### src/rtl/lap_capture.sv
// Lap capture stage between the stopwatch counter and the 4-digit display: stores split
// times in a circular memory, holds a fresh lap on screen, and lets the user recall older laps.
module lap_capture #(
  parameter int unsigned DEPTH       = 4,
  parameter int unsigned HOLD_CYCLES = 100000000
) (
  input  logic        CLK,
  input  logic        RST,
  input  logic [15:0] count,
  input  logic        lapBtn,
  input  logic        recallBtn,
  input  logic        clearBtn,
  output logic [15:0] dispValue,
  output logic        lapMode,
  output logic [2:0]  lapNum,
  output logic [2:0]  lapCount
);

  localparam int unsigned PtrW = $clog2(DEPTH);
  localparam int unsigned CntW = $clog2(DEPTH) + 1;
  localparam int unsigned TmrW = $clog2(HOLD_CYCLES);
  localparam logic [CntW-1:0] DepthCnt = CntW'(DEPTH);
  localparam logic [TmrW-1:0] HoldLoad = TmrW'(HOLD_CYCLES - 1);

  typedef enum logic [1:0] {StLive, StHold, StRecall} state_e;

  state_e           state_q, state_d;
  logic             lap_prev_q, recall_prev_q, clear_prev_q;
  logic [PtrW-1:0]  wr_ptr_q, wr_ptr_d;
  logic [CntW-1:0]  rd_idx_q, rd_idx_d;
  logic [CntW-1:0]  lap_count_q, lap_count_d;
  logic [TmrW-1:0]  hold_q, hold_d;
  logic [15:0]      disp_q, disp_d;
  logic             mode_q, mode_d;
  logic [2:0]       num_q, num_d;
  logic [15:0]      mem [DEPTH];

  logic             lap_rise, recall_rise, clear_rise;
  logic             do_lap, do_recall;
  logic [PtrW-1:0]  rd_addr;

  assign lap_rise    = lapBtn & ~lap_prev_q;
  assign recall_rise = recallBtn & ~recall_prev_q;
  assign clear_rise  = clearBtn & ~clear_prev_q;

  // Clear beats lap beats recall; losers in the same cycle are dropped.
  assign do_lap    = lap_rise & ~clear_rise;
  assign do_recall = recall_rise & ~clear_rise & ~lap_rise;

  always_comb begin
    state_d     = state_q;
    wr_ptr_d    = wr_ptr_q;
    rd_idx_d    = rd_idx_q;
    lap_count_d = lap_count_q;
    hold_d      = hold_q;

    if (clear_rise) begin
      lap_count_d = '0;
      wr_ptr_d    = '0;
      state_d     = StLive;
    end else if (do_lap) begin
      wr_ptr_d = wr_ptr_q + 1'b1;
      if (lap_count_q != DepthCnt) lap_count_d = lap_count_q + 1'b1;
      hold_d  = HoldLoad;
      state_d = StHold;
    end else begin
      unique case (state_q)
        StLive: begin
          if (do_recall && lap_count_q != '0) begin
            state_d  = StRecall;
            rd_idx_d = CntW'(1);
          end
        end
        StHold: begin
          if (do_recall) begin
            state_d  = StRecall;
            rd_idx_d = CntW'(1);
          end else if (hold_q == '0) begin
            state_d = StLive;
          end else begin
            hold_d = hold_q - 1'b1;
          end
        end
        StRecall: begin
          if (do_recall) begin
            if (rd_idx_q < lap_count_q) rd_idx_d = rd_idx_q + 1'b1;
            else state_d = StLive;
          end
        end
        default: state_d = StLive;
      endcase
    end
  end

  // Outputs are derived from the next state so every output changes on the same edge.
  assign rd_addr = wr_ptr_q - PtrW'(rd_idx_d);

  always_comb begin
    disp_d = count;
    mode_d = 1'b0;
    num_d  = 3'd0;
    unique case (state_d)
      StLive: begin
        disp_d = count;
      end
      StHold: begin
        disp_d = do_lap ? count : disp_q;
        mode_d = 1'b1;
        num_d  = 3'd1;
      end
      StRecall: begin
        disp_d = mem[rd_addr];
        mode_d = 1'b1;
        num_d  = 3'(rd_idx_d);
      end
      default: disp_d = count;
    endcase
  end

  always_ff @(posedge CLK) begin
    if (RST) begin
      state_q       <= StLive;
      lap_prev_q    <= 1'b1;
      recall_prev_q <= 1'b1;
      clear_prev_q  <= 1'b1;
      wr_ptr_q      <= '0;
      rd_idx_q      <= '0;
      lap_count_q   <= '0;
      hold_q        <= '0;
      disp_q        <= '0;
      mode_q        <= 1'b0;
      num_q         <= 3'd0;
    end else begin
      state_q       <= state_d;
      lap_prev_q    <= lapBtn;
      recall_prev_q <= recallBtn;
      clear_prev_q  <= clearBtn;
      wr_ptr_q      <= wr_ptr_d;
      rd_idx_q      <= rd_idx_d;
      lap_count_q   <= lap_count_d;
      hold_q        <= hold_d;
      disp_q        <= disp_d;
      mode_q        <= mode_d;
      num_q         <= num_d;
    end
  end

  // Lap memory is not reset; it is unreachable while no laps are counted.
  always_ff @(posedge CLK) begin
    if (!RST && do_lap) mem[wr_ptr_q] <= count;
  end

  assign dispValue = disp_q;
  assign lapMode   = mode_q;
  assign lapNum    = num_q;
  assign lapCount  = 3'(lap_count_q);

endmodule
### config.mk
export PLATFORM = sky130hd
export DESIGN_NAME = lap_capture
export DESIGN_NICKNAME = d
export VERILOG_FILES = /design/src/rtl/lap_capture.sv
export SDC_FILE = /design/constraint.sdc
export NUM_CORES = 1
export LEC_CHECK = 0
export BUFFER_PORTS_ARGS = -buffer_cell sky130_fd_sc_hd__buf_2
export CAP_MARGIN = 20
export CORE_MARGIN = 2
export CORE_UTILIZATION = 30
export DETAILED_ROUTE_END_ITERATION = 8
export SLEW_MARGIN = 5
export SYNTH_ARGS = -nofsm -noshare
export SYNTH_HDL_FRONTEND = slang
export SYNTH_SLANG_ARGS = --single-unit
### constraint.sdc
create_clock -name CLK -period 3.8 [get_ports CLK]
set_input_delay 0.76 -clock CLK [delete_from_list [all_inputs] [get_ports CLK]]
set_output_delay 0.76 -clock CLK [all_outputs]
set_load 0.01 [all_outputs]
==> results of run 1 <==
critical path: cells and delay by family, from the launching register on:
| family | cells | cell delay [ns] |
|---|---|---|
| flip-flops | 1 | 0.39 |
| buffers and inverters | 3 | 0.41 |
| XOR/XNOR | 1 | 0.31 |
| AO/OA/AOI/OAI | 7 | 1.57 |
| adder cells (fa/ha/maj) | 2 | 0.49 |
| AND/OR/NAND/NOR | 1 | 0.16 |
layout make-up:
| type | count | area, sq um | area share |
|---|---|---|---|
| flip-flops and latches | 124 | 3120 | 0.468 |
| inverters | 14 | 52.6 | 0.00787 |
| multi-input cells | 313 | 2300 | 0.345 |
| clock inverters | 11 | 146 | 0.0219 |
| repair buffers | 56 | 313 | 0.0469 |
| clock buffers | 21 | 450 | 0.0675 |
| well taps | 229 | 287 | 0.0429 |
stage by stage:
step / power [uW] / worst slack (ns) / cell area [sq um]
after global placement: 1830 / 0.370 / 6080
after floorplan: 1740 / 0.585 / 5590
after detailed placement: 1840 / 0.196 / 6080
final: 3440 / 0.371 / 6680
after CTS: 3470 / 0.352 / 6680
after global routing: 3560 / 0.0792 / 6680
logic make-up (layout without fill, tap and decap cells):
group                      after synthesis  count (layout)  share of synthesized area
AOI/OAI and AO/OA                      100             100                      0.130
adders and majority gates               13              13                     0.0291
and+or+nand+nor                        141             141                      0.146
DFF                                    124             124                      0.558
xor gates and xnor gates                27              27                     0.0423
buffers and inverters                   42             102                     0.0297
muxes                                   32              32                     0.0644
cells in the mapped netlist, drive strengths merged (2+ instances only):
cell	number
a211oi	2
a21oi	26
a31oi	3
a41oi	16
and2	8
and3	5
buf	7
clkbuf	21
dfxtp	60
edfxtp	64
ha	13
inv	14
mux2	32
nand2	16
nand2b	21
nand3	11
nand3b	2
nand4	19
nand4b	2
nor2	25
nor2b	5
nor3	7
nor3b	2
nor4	6
o2111ai	2
o211ai	18
o21a	2
o21ai	7
o21bai	16
or2	3
or4	3
xnor2	6
xor2	21
layer usage:
metal / track usage / vias up / share of wire
li1: - / 1881 / -
met1: 0.169 / 1909 / 0.47
met2: 0.226 / 76 / 0.48
met3: 0.0325 / 20 / 0.037
met4: 0.0626 / 0 / 0.019
met5: 0 / - / 0
registers in the layout (all words and copies together) (netlist names):
name,flops
lap_prev_q,1
lapMode,1
clear_prev_q,1
lapCount,3
recall_prev_q,1
mem,64
lapNum,3
dispValue,16
hold_q,27
wr_ptr_q,2
state_q,2
rd_idx_q,3
path summary, 6_finish.rpt:
check / from / end / slack [ns] / cells after the start
setup / recovery: lapCount[2]$_SDFFE_PP0P_ / dispValue[15]$_SDFFE_PP0P_ / 0.37 / 14
hold / removal: hold_q[10]$_SDFFE_PP0P_ / hold_q[10]$_SDFFE_PP0P_ / 0.49 / 2
setup reg to reg: lapCount[2]$_SDFFE_PP0P_ / dispValue[15]$_SDFFE_PP0P_ / 0.37 / 14
hold reg to reg: hold_q[10]$_SDFFE_PP0P_ / hold_q[10]$_SDFFE_PP0P_ / 0.49 / 2
where the power goes:
group	leakage, uW	switching [uW]	internal [uW]	total (uW)
Sequential	0.00107	35.3	1450	1490
Combinational	0.00104	192	136	328
Clock	0.000287	577	1050	1620
Total	0.00240	805	2640	3440
==> results.py, run 1 <==
metrics = {
    "floorplanning": {
        "die_w_um": 141,
        "die_h_um": 141,
        "rows": 49,
        "core_sq_um": 18100,
        "io_pins": 44,
        "initial_utilization": 0.308,
        "die_area_sq_um": 19800,
    },
    "cts": {
        "cts_setup_buffers": 0,
        "cts_tree": "built",
        "ctsResizeCount": 0,
        "cts_buffers": 17,
        "cts_root_buf": "clkbuf_16",
        "clock_latency_ns": 0.41,
        "clk_pin_slew_ns": 0.05,
        "clockBufferDepth": 2,
        "hold_buffers": 0,
        "cts.htree.levels": 4,
        "cts.sinks": 124,
    },
    "yosys": {
        "yosysSeqAreaShare": 0.558,
        "netlist.area_leader.share": 0.344,
        "yosys.area.top_type": "edfxtp_1",
        "synthDistinctLibCells": 56,
        "syn_avg_cell_area_sq_um": 11.7,
        "syn_inst": 479,
        "synth-seq-cells": 124,
        "async_reset_ff_frac": 0,
        "synth_ff_type": "edfxtp_1",
        "synth_warnings": 0,
        "synth_edf_count": 64,
        "synth_area_leaders": "edfxtp_1, dfxtp_1, mux2_2",
        "synth_nets": 513,
        "syn-cell-area_sq_um": 5590,
    },
    "critical_path": {
        "crit_required_ns": 4.12,
        "crit_type": "flip-flop to flip-flop",
        "max_stage_delay_ns": 0.39,
        "cp-start-kind": "flip-flop",
        "crit_arrival_ns": 3.75,
        "end_kind": "flip-flop",
        "crit_path_top_delay_cell": "dfxtp_1",
        "worstPathMaxFanout": 16,
        "path_cells": "inv_1 -> ha_1 -> a21oi_1 -> o21ai_1 -> o31a_1 -> a211oi_1 -> inv_1 -> ha_1 -> xor2_1 -> o211a_1 -> and3_1 -> buf_4 -> o211ai_1 -> a41oi_1",
    },
    "routing": {
        "final_antenna_net_count": 0,
        "drt_iter0_drc": 210,
        "vias": 3886,
        "wl_um": 12800,
        "wl_per_cell_um": 16.7,
        "vias_per_cell": 5.06,
        "drc": 0,
        "first_pass_iters": 4,
    },
    "timing": {
        "finalCriticalPeriod_ns": 3.43,
        "maxSlewViolCount": 0,
        "finalCritPeriodShare": 0.902,
        "worst_pin_slew_ns": 0.721,
        "slew_headroom": 0.518,
        "skew_ns": 0.0103,
        "setup_violations": 0,
        "worst_hold_slack_ns": 0.486,
        "rsz0062_at_grt": "false",
        "clock.fmax_ghz": 0.292,
        "fin_setup_tns_ns": 0,
        "finalHoldViolCount": 0,
    },
    "finish": {
        "fill_cells": 1750,
        "fin_util": 0.368,
        "syn2layout_area_growth_pct": 19.3,
        "antenna_cells": 0,
        "fin_nets": 560,
        "layout_commonest_cell": "edfxtp_1",
        "drive_gt1_frac": 0.241,
        "fin_cells": 768,
        "final_cell_mix": "edfxtp_1, dfxtp_1, buf_2, mux2_2, a21oi_1",
    },
    "global_routing": {
        "grt_max_degree": 52,
        "grt_pass1_vias": 4077,
        "track_usage": 0.136,
        "gr-total-overflow": 0,
        "antenna_found_initial": 0,
        "grt_pass1_wl_um": 21100,
    },
    "placement": {
        "dp_cells": 736,
        "place.gp.congestion": 0.757,
        "place_hpwl_um": 8180,
        "io_buffers": 43,
    },
    "worst_hold_path": {
        "min_path_type": "flip-flop to flip-flop",
    },
    "power_and_ir_drop": {
        "ir_drop_uv": 286,
        "p_per_area_nw_per_um2": 515,
        "leakage_uw": 0.00240,
    },
    "outcome": {
        "status": "completed",
    },
    "job": {
        "cap_violations": 0,
    },
}
Note: power is estimated with default switching activity, not from simulation.
==> run 2: changes to the inputs <==
==> constraint.sdc (replaced) <==
create_clock -name CLK -period 2.85 [get_ports CLK]
set_input_delay 0.57 -clock CLK [delete_from_list [all_inputs] [get_ports CLK]]
set_output_delay 0.57 -clock CLK [all_outputs]
set_load 0.01 [all_outputs]
==> results.py, run 2 (synthesized netlist as in run 1, its figures left out) <==
metrics = {
    "cts": {
        "cts.htree.levels": 4,
        "clockBufferDepth": 2,
        "cts_buffers": 17,
        "clk_pin_slew_ns": 0.06,
        "clock_latency_ns": 0.42,
        "cts.sinks": 124,
        "cts_tree": "built",
        "cts_root_buf": "clkbuf_16",
        "hold_buffers": 0,
    },
    "timing": {
        "maxSlewViolCount": 0,
        "clock.fmax_ghz": 0.362,
        "slew_headroom": 0.611,
        "setup_violations": 0,
        "fin_ws_ns": 0.0901,
        "finalCriticalPeriod_ns": 2.76,
        "worst_pin_slew_ns": 0.579,
        "finalHoldViolCount": 0,
        "worst_hold_slack_ns": 0.355,
        "skew_ns": 0.0164,
        "finalCritPeriodShare": 0.968,
    },
    "finish": {
        "fill_cells": 1768,
        "final_cell_mix": "edfxtp_1, dfxtp_1, buf_2, mux2_2, buf_4",
        "fin_cells": 791,
        "drive_gt1_frac": 0.317,
        "syn2layout_area_growth_pct": 27.2,
        "largest_reg_flops": 64,
        "fin_nets": 583,
        "layout_commonest_cell": "edfxtp_1",
        "regMostFlops": "mem",
        "antenna_cells": 0,
        "fin_util": 0.392,
        "design_area_sq_um": 7120,
    },
    "power_and_ir_drop": {
        "p_int_uw": 3480,
        "leakage_uw": 0.00256,
        "p_comb_frac": 0.110,
        "swShare": 0.241,
        "clkPwrFrac": 0.458,
        "switchingPower_uw": 1110,
        "ir_drop_uv": 477,
        "p_per_area_nw_per_um2": 645,
        "p_seq_frac": 0.432,
    },
    "critical_path": {
        "crit_required_ns": 3.13,
        "max_stage_delay_ns": 0.35,
        "path_common_cell": "ha_4",
        "end_kind": "flip-flop",
        "path_cells": "inv_4 -> ha_4 -> a21oi_4 -> o21ai_4 -> o31a_1 -> a211oi_4 -> inv_2 -> ha_4 -> xor2_2 -> o211a_1 -> and3_4 -> clkbuf_16 -> o211ai_1 -> a41oi_2",
        "worstPathMaxFanout": 8,
        "cp-start-kind": "flip-flop",
        "crit_arrival_ns": 3.04,
        "cp.buffers_inverters": 3,
        "crit_type": "flip-flop to flip-flop",
        "crit_path_top_delay_cell": "dfxtp_4",
        "critPathTopFamily": "compound AO/OA/AOI/OAI gates",
    },
    "routing": {
        "vias": 4022,
        "wl_um": 13500,
        "first_pass_iters": 4,
        "wl_per_cell_um": 17.0,
        "vias_per_cell": 5.08,
        "drt_iter0_drc": 274,
        "final_antenna_net_count": 0,
        "drc": 0,
    },
    "global_routing": {
        "track_usage": 0.138,
        "gr-total-overflow": 0,
        "grt_pass1_wl_um": 21300,
        "grt_pass1_vias": 4080,
        "grt_max_degree": 52,
        "antenna_found_initial": 1,
    },
    "worst_hold_path": {
        "min_path_type": "input pin to flip-flop",
    },
    "placement": {
        "io_buffers": 43,
        "placed_cell_area_sq_um": 6330,
        "place_ws_ns": -0.0822,
        "dp_cells": 754,
        "place.gp.congestion": 0.788,
        "place_hpwl_um": 8330,
    },
    "floorplanning": {
        "core_sq_um": 18100,
        "io_pins": 44,
        "rows": 49,
        "initial_utilization": 0.308,
        "die_h_um": 141,
        "die_area_sq_um": 19800,
        "die_w_um": 141,
    },
    "job": {
        "cap_violations": 0,
    },
    "outcome": {
        "status": "completed",
    },
}
## run 2: changes by cell type in the layout (fill, tap and decap cells not counted), sizes merged
cell / delta
clkinvlp: +1
clkbuf: -1
inv: +3
buf: +22
bufinv: -1
clkinv: -1
## run 2: per-layer routing
metal  vias up  routed length [um]  global-route usage
met4         0                 101              0.0468
met2        95                6450               0.231
li1       1940                   -                   -
met3        10                 683              0.0383
met5         -                   0                   0
met1      1977                6230               0.173
## run 2: timing repair
item	in CTS	in global routing
endpoints found under the setup margin	16	16
buffers inserted	0	4
gates cloned	0	1
resized for setup	2	27
pin swaps	0	12
## run 2: path summary, 6_finish.rpt
kind | startpoint | endpoint | slack (ns) | cells after the start
worst max register to register | lapCount[2]$_SDFFE_PP0P_ | dispValue[15]$_SDFFE_PP0P_ | 0.09 | 14
worst min-delay path | recallBtn | recall_prev_q$_SDFF_PP1_ | 0.36 | 2
worst min register to register | hold_q[10]$_SDFFE_PP0P_ | hold_q[10]$_SDFFE_PP0P_ | 0.47 | 2
worst max-delay path | lapCount[2]$_SDFFE_PP0P_ | dispValue[15]$_SDFFE_PP0P_ | 0.09 | 14
## run 2: worst reg2reg max path: cells and delay by family, from the launching register on
kind / cells / cell delay [ns]
and+or+nand+nor: 1 / 0.21
DFF: 1 / 0.35
buffers and inverters: 3 / 0.28
xor gates and xnor gates: 1 / 0.14
AOI/OAI and AO/OA: 7 / 1.25
adders and majority gates: 2 / 0.39
## run 2: final cells by class
cell class,count,area (sq um),area share
flip-flops and latches,124,3130,0.440
multi-input cells,313,2460,0.346
repair buffers,79,598,0.0841
clock buffers,19,443,0.0622
well taps,229,287,0.0403
clock inverters,13,141,0.0199
inverters,14,57.6,0.00809
## run 2: power groups by stage
stage          clock (uW)  sequential (uW)  combinational, uW
5_1_grt              2220             1990                561
3_5_place_dp            0             2020                481
2_1_floorplan           0             2020                306
3_3_place_gp            0             2020                469
4_1_cts              2150             1980                485
6_report             2100             1980                506
## run 2: per-stage QoR
stage | power (uW) | setup TNS (ns)
after global routing | 4770 | -0.0381
after global placement | 2490 | -0.00506
after detailed placement | 2500 | -0.915
final | 4590 | 0
after CTS | 4620 | 0
after floorplan | 2330 | 0
==> run 3: changes to the inputs <==
--- a/config.mk
+++ b/config.mk
@@ -8,8 +8,9 @@
 export BUFFER_PORTS_ARGS = -buffer_cell sky130_fd_sc_hd__buf_2
 export CAP_MARGIN = 20
 export CORE_MARGIN = 2
-export CORE_UTILIZATION = 30
+export CORE_UTILIZATION = 45
 export DETAILED_ROUTE_END_ITERATION = 8
+export PLACE_DENSITY = 0.65
 export SLEW_MARGIN = 5
 export SYNTH_ARGS = -nofsm -noshare
 export SYNTH_HDL_FRONTEND = slang
==> results.py, run 3 (synthesized netlist as in run 1, its figures left out) <==
metrics = {
    "global_routing": {
        "gr-total-overflow": 0,
        "track_usage": 0.197,
        "grt_pass1_vias": 4121,
        "grt_max_degree": 52,
        "grt_pass1_wl_um": 20200,
        "antenna_found_initial": 0,
    },
    "power_and_ir_drop": {
        "total_power_uw": 4550,
        "p_per_area_nw_per_um2": 655,
        "ir_drop_uv": 421,
        "leakage_uw": 0.00252,
    },
    "finish": {
        "fin_nets": 578,
        "drive_gt1_frac": 0.307,
        "antenna_cells": 0,
        "largest_reg_flops": 64,
        "syn2layout_area_growth_pct": 24.1,
        "layout_commonest_cell": "edfxtp_1",
        "regMostFlops": "mem",
        "final_cell_mix": "edfxtp_1, dfxtp_1, buf_2, mux2_2",
        "fin_util": 0.576,
    },
    "cts": {
        "clock_latency_ns": 0.42,
        "cts.htree.levels": 4,
        "cts_root_buf": "clkbuf_16",
        "cts_buffers": 17,
        "clockBufferDepth": 2,
        "clk_pin_slew_ns": 0.06,
        "cts.sinks": 124,
        "cts_tree": "built",
    },
    "critical_path": {
        "worstPathMaxFanout": 8,
        "path_cells": "inv_2 -> ha_4 -> a21oi_2 -> o21ai_2 -> o31a_1 -> a211oi_4 -> inv_2 -> ha_4 -> xor2_2 -> o211a_1 -> and3_2 -> o211ai_1 -> a41oi_1",
        "end_kind": "flip-flop",
        "crit_type": "flip-flop to flip-flop",
        "cp.buffers_inverters": 2,
        "max_stage_delay_ns": 0.36,
        "crit_required_ns": 3.18,
        "crit_arrival_ns": 3.08,
        "cp-start-kind": "flip-flop",
        "critPathTopFamily": "compound AO/OA/AOI/OAI gates",
        "crit_path_top_delay_cell": "and3_2",
    },
    "routing": {
        "vias_per_cell": 5.61,
        "wl_um": 12800,
        "vias": 4064,
        "drc": 0,
        "wl_per_cell_um": 17.6,
        "drt_iter0_drc": 226,
        "final_antenna_net_count": 0,
        "first_pass_iters": 4,
    },
    "timing": {
        "setup_violations": 0,
        "clock.fmax_ghz": 0.364,
        "finalHoldViolCount": 0,
        "slew_headroom": 0.654,
        "finalCritPeriodShare": 0.964,
        "worst_pin_slew_ns": 0.519,
        "skew_ns": 0.0134,
        "finalCriticalPeriod_ns": 2.75,
        "maxSlewViolCount": 0,
        "rsz0062_at_grt": "true",
    },
    "floorplanning": {
        "initial_utilization": 0.464,
        "rows": 40,
        "die_w_um": 115,
        "die_h_um": 115,
        "die_area_sq_um": 13300,
        "core_sq_um": 12100,
        "io_pins": 44,
    },
    "job": {
        "cap_violations": 0,
    },
    "placement": {
        "place_hpwl_um": 7670,
        "place.gp.congestion": 0.816,
        "io_buffers": 43,
    },
    "worst_hold_path": {
        "min_path_type": "input pin to flip-flop",
    },
    "outcome": {
        "status": "completed",
    },
}
run 3: cell types whose count changed in the layout (fill, tap and decap cells not counted), moves of 2 or more:
cell	delta
clkinv_4	+2
buf_4	-4
inv_4	-2
clkbuf_1	+2
clkinvlp_4	-2
inv_2	+2
inv_6	-3
nor4_2	+2
run 3: where the power goes:
group / internal, uW / switching (uW) / total [uW]
combinational: 214 / 263 / 478
sequential: 1940 / 47.6 / 1980
clock: 1330 / 757 / 2090
total: 3480 / 1070 / 4550
run 3: area by class of cell:
class | count | area (sq um)
Clock inverter | 10 | 118
Multi-Input combinational cell | 314 | 2440
Timing Repair Buffer | 73 | 532
Inverter | 14 | 52.6
Clock buffer | 22 | 464
Fill cell | 979 | 5120
Tap cell | 168 | 210
Sequential cell | 124 | 3130
run 3: through the flow:
stage / setup slack (ns) / setup TNS, ns / cell area, sq um / hold slack [ns] / instances
final: 0.102 / 0 / 6940 / 0.361 / 725
after global routing: -0.0536 / -0.458 / 6940 / 0.358 / 725
after CTS: 0.000843 / 0 / 6860 / 0.347 / 724
after detailed placement: -0.0811 / -0.810 / 6250 / 0.468 / 691
after global placement: 0.0410 / 0 / 6250 / 0.452 / 691
after floorplan: 0.00621 / 0 / 5650 / 0.442 / 479
run 3: final timing paths:
check	end	startpoint	depth (start not counted)	slack, ns
min	recall_prev_q$_SDFF_PP1_	recallBtn	2	0.36
max reg2reg	dispValue[5]$_SDFFE_PP0P_	lapCount[2]$_SDFFE_PP0P_	13	0.10
max	dispValue[5]$_SDFFE_PP0P_	lapCount[2]$_SDFFE_PP0P_	13	0.10
min reg2reg	hold_q[10]$_SDFFE_PP0P_	hold_q[10]$_SDFFE_PP0P_	2	0.48
run 3: repair_timing:
item | CTS | global route
hold endpoints to repair | 0 | 0
resized for setup | 3 | 18
buffers inserted | 1 | 1
hold buffers | 0 | 0
endpoints found under the setup margin | 15 | 16
gates cloned | 0 | 1
pin swaps | 3 | 8
run 3: routing by layer:
metal | part of all wire | track usage | vias to the layer above
li1 | - | - | 1930
met5 | 0 | 0 | -
met4 | 0.0068 | 0.0707 | 0
met3 | 0.028 | 0.0465 | 10
met1 | 0.47 | 0.251 | 2040
met2 | 0.50 | 0.329 | 84
run 3: worst register-to-register path, delay by kind of cell, from the launching register on:
kind	cells	cell delay (ns)
AO/OA/AOI/OAI	7	1.28
adder cells (fa/ha/maj)	2	0.40
AND/OR/NAND/NOR	1	0.36
flip-flops	1	0.35
XOR/XNOR	1	0.15
buffers and inverters	2	0.12
